==> config.mk <==
export PLATFORM = sky130hd
export DESIGN_NAME = id_ex_reg
export DESIGN_NICKNAME = d
export VERILOG_FILES = /design/src/rtl/id_ex_reg.sv
export SDC_FILE = /design/constraint.sdc
export NUM_CORES = 1
export LEC_CHECK = 0
export CAP_MARGIN = 20
export CORE_AREA = 2 2 162 164
export DETAILED_ROUTE_END_ITERATION = 12
export DIE_AREA = 0 0 164 166
export PLACE_DENSITY = 0.72
export SYNTH_ARGS = -nofsm -noshare
export SYNTH_HDL_FRONTEND = slang
export SYNTH_SLANG_ARGS = --single-unit
==> constraint.sdc <==
create_clock -name clk -period 7.72 [get_ports clk]
set_input_delay 1.544 -clock clk [delete_from_list [all_inputs] [get_ports clk]]
set_output_delay 1.544 -clock clk [all_outputs]
set_load 0.005 [all_outputs]
==> src/rtl/id_ex_reg.sv <==
// rtl/id_ex_reg.sv - ID/EX pipeline register with load-use bubble, capture bypass and MEM/WB forwarding
module id_ex_reg #(
    parameter int XLEN = 32,
    parameter int RA_W = 5
) (
    input  logic            clk,
    input  logic            rst_n,
    input  logic            id_valid,
    input  logic [XLEN-1:0] id_pc,
    input  logic [XLEN-1:0] id_rs1_data,
    input  logic [XLEN-1:0] id_rs2_data,
    input  logic [XLEN-1:0] id_imm,
    input  logic [RA_W-1:0] id_rs1_addr,
    input  logic [RA_W-1:0] id_rs2_addr,
    input  logic [RA_W-1:0] id_rd_addr,
    input  logic            id_uses_rs1,
    input  logic            id_uses_rs2,
    input  logic [3:0]      id_alu_control,
    input  logic            id_alu_src_a,
    input  logic            id_alu_src_b,
    input  logic            id_reg_write,
    input  logic            id_mem_read,
    input  logic            id_mem_write,
    input  logic [2:0]      id_funct3,
    input  logic            hold,
    input  logic            flush_ex,
    input  logic            mem_reg_write,
    input  logic [RA_W-1:0] mem_rd_addr,
    input  logic [XLEN-1:0] mem_fwd_data,
    input  logic            wb_reg_write,
    input  logic [RA_W-1:0] wb_rd_addr,
    input  logic [XLEN-1:0] wb_data,
    output logic [XLEN-1:0] operand_a,
    output logic [XLEN-1:0] operand_b,
    output logic [3:0]      ALUControl,
    output logic            ex_valid,
    output logic            ex_reg_write,
    output logic            ex_mem_read,
    output logic            ex_mem_write,
    output logic [XLEN-1:0] ex_pc,
    output logic [XLEN-1:0] ex_imm,
    output logic [XLEN-1:0] ex_store_data,
    output logic [RA_W-1:0] ex_rd_addr,
    output logic [2:0]      ex_funct3,
    output logic            stall_id
);

    logic            valid_q,      valid_d;
    logic [XLEN-1:0] pc_q,         pc_d;
    logic [XLEN-1:0] rs1_data_q,   rs1_data_d;
    logic [XLEN-1:0] rs2_data_q,   rs2_data_d;
    logic [XLEN-1:0] imm_q,        imm_d;
    logic [RA_W-1:0] rs1_addr_q,   rs1_addr_d;
    logic [RA_W-1:0] rs2_addr_q,   rs2_addr_d;
    logic [RA_W-1:0] rd_addr_q,    rd_addr_d;
    logic [3:0]      alu_ctrl_q,   alu_ctrl_d;
    logic            alu_src_a_q,  alu_src_a_d;
    logic            alu_src_b_q,  alu_src_b_d;
    logic            reg_write_q,  reg_write_d;
    logic            mem_read_q,   mem_read_d;
    logic            mem_write_q,  mem_write_d;
    logic [2:0]      funct3_q,     funct3_d;

    logic            lu;
    logic            bubble;
    logic            wb_hit_rs1_id, wb_hit_rs2_id;
    logic [XLEN-1:0] rs1_f, rs2_f;

    // A load in EX whose rd is read by the instruction in ID cannot be forwarded in time.
    always_comb begin
        lu = valid_q & mem_read_q & (rd_addr_q != '0) & id_valid &
             ((id_uses_rs1 & (id_rs1_addr == rd_addr_q)) |
              (id_uses_rs2 & (id_rs2_addr == rd_addr_q)));
        stall_id = hold | (lu & ~flush_ex);
        bubble   = flush_ex | lu | ~id_valid;
    end

    // The register file write happening this cycle is not yet visible in id_rs*_data.
    always_comb begin
        wb_hit_rs1_id = wb_reg_write & (wb_rd_addr != '0) & (wb_rd_addr == id_rs1_addr);
        wb_hit_rs2_id = wb_reg_write & (wb_rd_addr != '0) & (wb_rd_addr == id_rs2_addr);
    end

    always_comb begin
        valid_d     = valid_q;
        pc_d        = pc_q;
        rs1_data_d  = rs1_data_q;
        rs2_data_d  = rs2_data_q;
        imm_d       = imm_q;
        rs1_addr_d  = rs1_addr_q;
        rs2_addr_d  = rs2_addr_q;
        rd_addr_d   = rd_addr_q;
        alu_ctrl_d  = alu_ctrl_q;
        alu_src_a_d = alu_src_a_q;
        alu_src_b_d = alu_src_b_q;
        reg_write_d = reg_write_q;
        mem_read_d  = mem_read_q;
        mem_write_d = mem_write_q;
        funct3_d    = funct3_q;
        if (!hold) begin
            if (bubble) begin
                valid_d     = 1'b0;
                pc_d        = '0;
                rs1_data_d  = '0;
                rs2_data_d  = '0;
                imm_d       = '0;
                rs1_addr_d  = '0;
                rs2_addr_d  = '0;
                rd_addr_d   = '0;
                alu_ctrl_d  = '0;
                alu_src_a_d = 1'b0;
                alu_src_b_d = 1'b0;
                reg_write_d = 1'b0;
                mem_read_d  = 1'b0;
                mem_write_d = 1'b0;
                funct3_d    = '0;
            end else begin
                valid_d     = 1'b1;
                pc_d        = id_pc;
                rs1_data_d  = wb_hit_rs1_id ? wb_data : id_rs1_data;
                rs2_data_d  = wb_hit_rs2_id ? wb_data : id_rs2_data;
                imm_d       = id_imm;
                rs1_addr_d  = id_rs1_addr;
                rs2_addr_d  = id_rs2_addr;
                rd_addr_d   = id_rd_addr;
                alu_ctrl_d  = id_alu_control;
                alu_src_a_d = id_alu_src_a;
                alu_src_b_d = id_alu_src_b;
                reg_write_d = id_reg_write;
                mem_read_d  = id_mem_read;
                mem_write_d = id_mem_write;
                funct3_d    = id_funct3;
            end
        end
    end

    always_ff @(posedge clk) begin
        if (!rst_n) begin
            valid_q     <= 1'b0;
            pc_q        <= '0;
            rs1_data_q  <= '0;
            rs2_data_q  <= '0;
            imm_q       <= '0;
            rs1_addr_q  <= '0;
            rs2_addr_q  <= '0;
            rd_addr_q   <= '0;
            alu_ctrl_q  <= '0;
            alu_src_a_q <= 1'b0;
            alu_src_b_q <= 1'b0;
            reg_write_q <= 1'b0;
            mem_read_q  <= 1'b0;
            mem_write_q <= 1'b0;
            funct3_q    <= '0;
        end else begin
            valid_q     <= valid_d;
            pc_q        <= pc_d;
            rs1_data_q  <= rs1_data_d;
            rs2_data_q  <= rs2_data_d;
            imm_q       <= imm_d;
            rs1_addr_q  <= rs1_addr_d;
            rs2_addr_q  <= rs2_addr_d;
            rd_addr_q   <= rd_addr_d;
            alu_ctrl_q  <= alu_ctrl_d;
            alu_src_a_q <= alu_src_a_d;
            alu_src_b_q <= alu_src_b_d;
            reg_write_q <= reg_write_d;
            mem_read_q  <= mem_read_d;
            mem_write_q <= mem_write_d;
            funct3_q    <= funct3_d;
        end
    end

    // MEM is the younger producer, so it wins over WB; x0 is never forwarded.
    always_comb begin
        if (mem_reg_write && (mem_rd_addr != '0) && (mem_rd_addr == rs1_addr_q))
            rs1_f = mem_fwd_data;
        else if (wb_reg_write && (wb_rd_addr != '0) && (wb_rd_addr == rs1_addr_q))
            rs1_f = wb_data;
        else
            rs1_f = rs1_data_q;

        if (mem_reg_write && (mem_rd_addr != '0) && (mem_rd_addr == rs2_addr_q))
            rs2_f = mem_fwd_data;
        else if (wb_reg_write && (wb_rd_addr != '0) && (wb_rd_addr == rs2_addr_q))
            rs2_f = wb_data;
        else
            rs2_f = rs2_data_q;
    end

    assign operand_a     = alu_src_a_q ? pc_q  : rs1_f;
    assign operand_b     = alu_src_b_q ? imm_q : rs2_f;
    assign ex_store_data = rs2_f;
    assign ALUControl    = alu_ctrl_q;
    assign ex_valid      = valid_q;
    assign ex_reg_write  = reg_write_q;
    assign ex_mem_read   = mem_read_q;
    assign ex_mem_write  = mem_write_q;
    assign ex_pc         = pc_q;
    assign ex_imm        = imm_q;
    assign ex_rd_addr    = rd_addr_q;
    assign ex_funct3     = funct3_q;

endmodule
==> qor.txt <==
DP Wirelength -> 23700 um
Area of the multi-input gates -> 0.00472 mm^2
ANT nets after route -> 0
Sw power -> 527 uW
WHS Path Cells -> 1
Mapped Nets -> 1061
Worst Path Class, Setup -> input pin to output port
# IOs -> 415
First-pass GRT wire length -> 49400 um
Clk_skew -> 13.3 ps
Die W -> 164 um
Port Buffer Count -> 414
Max clock buf depth -> 2
Tmin final -> 6220 ps
Vias in the first global route -> 8455
#FFs+latches synth -> 156
Grt ovf -> 0
Final Util -> 0.518
CTS tree -> built
Depth of the most critical reg-to-reg path -> 6
WL/cell -> 21.4 um
Logic pwr share -> 0.185
Hold WC Path Type -> flip-flop to flip-flop
Skew-Pair Late Insertion Delay -> 420 ps
H-tree levels -> 4
Clock root buffer -> clkbuf_16
Hold path startpoint -> rs1_data_q[12]
Die ar. -> 0.0272 mm^2
Cts repair resizes -> 0
Core area -> 0.0256 mm^2
Max rail drop VDD -> 0.118 mV
Filler Cells Inserted -> 2314
Critical-path cell list -> clkdlybuf4s50_1 > or4_4 > o21ai_4 > nor4_4 > buf_4 > mux2i_1 > a221oi_1 > clkdlybuf4s50_1
Pwr Total -> 2.09 mW
Final setup viols -> 0
CP Max Fanout -> 16
EDFF count, synth -> 0
Kind of end point of the critical path -> output port
Max Transition Viols Final -> 0
Fraction of layout cells with a size suffix above 1 -> 0.103
Slowest CP cell -> clkdlybuf4s50_1
Vias per cell -> 5.35
CTS Hold Bufs -> 0
RSZ-0062 raised after global routing -> no
Leakage -> 4.82 nW
Worst path max stage delay -> 630 ps
Setup TNS -> 0 ps
Fin. Hold Viols -> 0
Cell area after synthesis -> 0.00827 mm^2
Yosys cell types -> 32
DRC viols -> 0
PwrDens -> 157 mW/mm^2
DR pass1 iterations -> 5
CTS buffer count -> 17
Clk pwr share -> 0.411
Crit path launch -> wb_rd_addr[4]
Crit path DAT -> 4680 ps
Sink Count -> 156
Register area share after synthesis -> 0.378
Main synth FF type -> dfxtp_1
Ant. Diodes -> 0
Register area -> 0.00312 mm^2
Chip Height -> 166 um
Period utilisation layout -> 0.806
Final nets -> 1433
Worst-Margin Slew -> 960 ps
Max Freq -> 161 MHz
Largest net degree at the start of global routing -> 93
Clock transition at path regs -> 70 ps
Via count -> 8249
Setup Fix Bufs, Post-CTS -> 0
Synth Area per Inst -> 10.0 um^2
1st-iter DRT viols -> 475
Synth warn -> 0
Max cap viols -> 0
P&R area growth vs syn -> 60.6%
Status -> finished clean
Reg2reg start -> ex_rd_addr[4]
Num rows -> 59
Max_slew headroom -> 0.360
Synth async-reset ratio -> 0
Initial Utilization -> 0.323
Startpoint types -> input pin
Post-Route WL -> 33000 um
Worst Path Required -> 6180 ps
Most frequent CP cell -> clkdlybuf4s50_1
Power Internal -> 1.56 mW
Net Sw Frac -> 0.252
Flop pwr share -> 0.404
Placer Congestion -> 0.872
Syn Inst Count -> 823
Initial antenna violation count -> 0
GRT Overall Usage -> 0.233
-- sequential cells by signal, indices dropped and copies added (netlist names) --
| register | cells |
|---|---|
| ex_valid | 1 |
| ex_mem_write | 1 |
| ex_pc | 32 |
| ALUControl | 4 |
| alu_src_a_q | 1 |
| ex_reg_write | 1 |
| rs2_data_q | 32 |
| alu_src_b_q | 1 |
| ex_mem_read | 1 |
| rs1_data_q | 32 |
| ex_imm | 32 |
| ex_rd_addr | 5 |
| rs2_addr_q | 5 |
| ex_funct3 | 3 |
| rs1_addr_q | 5 |
-- worst max-delay path, delay by kind of cell --
family,cells,cell delay [ps]
and+or+nand+nor,2,810
muxes,1,240
buffers and inverters,3,1640
AOI/OAI and AO/OA,2,410
-- worst paths after layout --
check / slack (ps) / endpoint
worst max register to register: 5160 / ex_pc[13]
worst max-delay path: 1500 / operand_b[11]
worst min register to register: 480 / rs1_data_q[12]
worst min-delay path: 480 / rs1_data_q[12]
-- placed cells by master, fill, tap and decap left out, types with 5 or more instances in the layout --
cell type	Yosys	final
mux2i_1	64	64
a22o_1	155	155
xor2_1	18	18
buf_4	0	18
inv_1	33	33
clkdlybuf4s50_1	0	414
nor2_1	36	36
mux2_4	60	60
a21oi_1	66	65
clkbuf_16	0	17
nand3_1	7	6
a221oi_1	32	32
nor3_1	35	35
o22ai_1	33	33
dfxtp_1	156	155
nand2_1	5	5
xnor2_1	22	22
-- cell usage after synthesis, types with 2 or more instances --
library cell    n  share of area
a21oi_1        66          0.040
a22o_1        155           0.16
nand2_1         5         0.0023
buf_1           2        0.00091
mux2_4         60           0.11
inv_1          33          0.015
nor3_1         35          0.021
nor2_1         36          0.016
buf_2          11         0.0067
o22ai_1        33          0.025
nand4_1         3         0.0023
clkbuf_1       59          0.027
nor4_4          3         0.0077
xnor2_1        22          0.023
nand3_1         7         0.0042
dfxtp_1       156           0.38
a31oi_1         2         0.0015
a221oi_1       32          0.034
mux2i_1        64          0.077
xor2_1         18          0.019
mux2_2          4         0.0054
buf_6           7         0.0095
-- logic make-up (layout without fill, tap and decap cells) --
family          count (synthesis)  after routing  synth area share
compound gates                293            293             0.270
flops                         156            156             0.378
mux                           128            128             0.192
buf+inv                       113            498            0.0595
simple gates                   93             93            0.0586
xor+xnor                       40             40            0.0424
-- metal layers --
metal / routed length (um) / global-route usage / share of wire
met5: 0 / 0 / 0
met4: 616 / 0.0629 / 0.019
met3: 2620 / 0.0664 / 0.079
met2: 15900 / 0.404 / 0.48
met1: 13800 / 0.282 / 0.42
-- area by class of cell --
| type | instances | area share |
|---|---|---|
| Sequential cell | 156 | 0.235 |
| Clock inverter | 11 | 0.0101 |
| Inverter | 33 | 0.00933 |
| Tap cell | 335 | 0.0316 |
| Timing Repair Buffer | 433 | 0.324 |
| Multi-Input combinational cell | 554 | 0.355 |
| Clock buffer | 21 | 0.0339 |
-- per-stage QoR --
stage               area, um^2  instances  hold WS, ps  worst slack (ps)
finish                   13300       1543          477              1500
global route             13300       1543          492              1380
CTS                      13300       1542          481              1430
detailed placement       12700       1510          463              1440
global placement         12700       1510          460              1430
floorplan                 8270        823          449              2960
-- power by group through the flow --
| stage | Combinational, mW | Clock, mW | Sequential, mW |
|---|---|---|---|
| after floorplan | 0.138 | 0 | 0.856 |
| after global placement | 0.382 | 0 | 0.860 |
| after detailed placement | 0.385 | 0 | 0.860 |
| after CTS | 0.387 | 0.876 | 0.842 |
| after global routing | 0.413 | 0.908 | 0.844 |
| final | 0.387 | 0.857 | 0.843 |
Note: power is estimated with default switching activity, not from simulation.
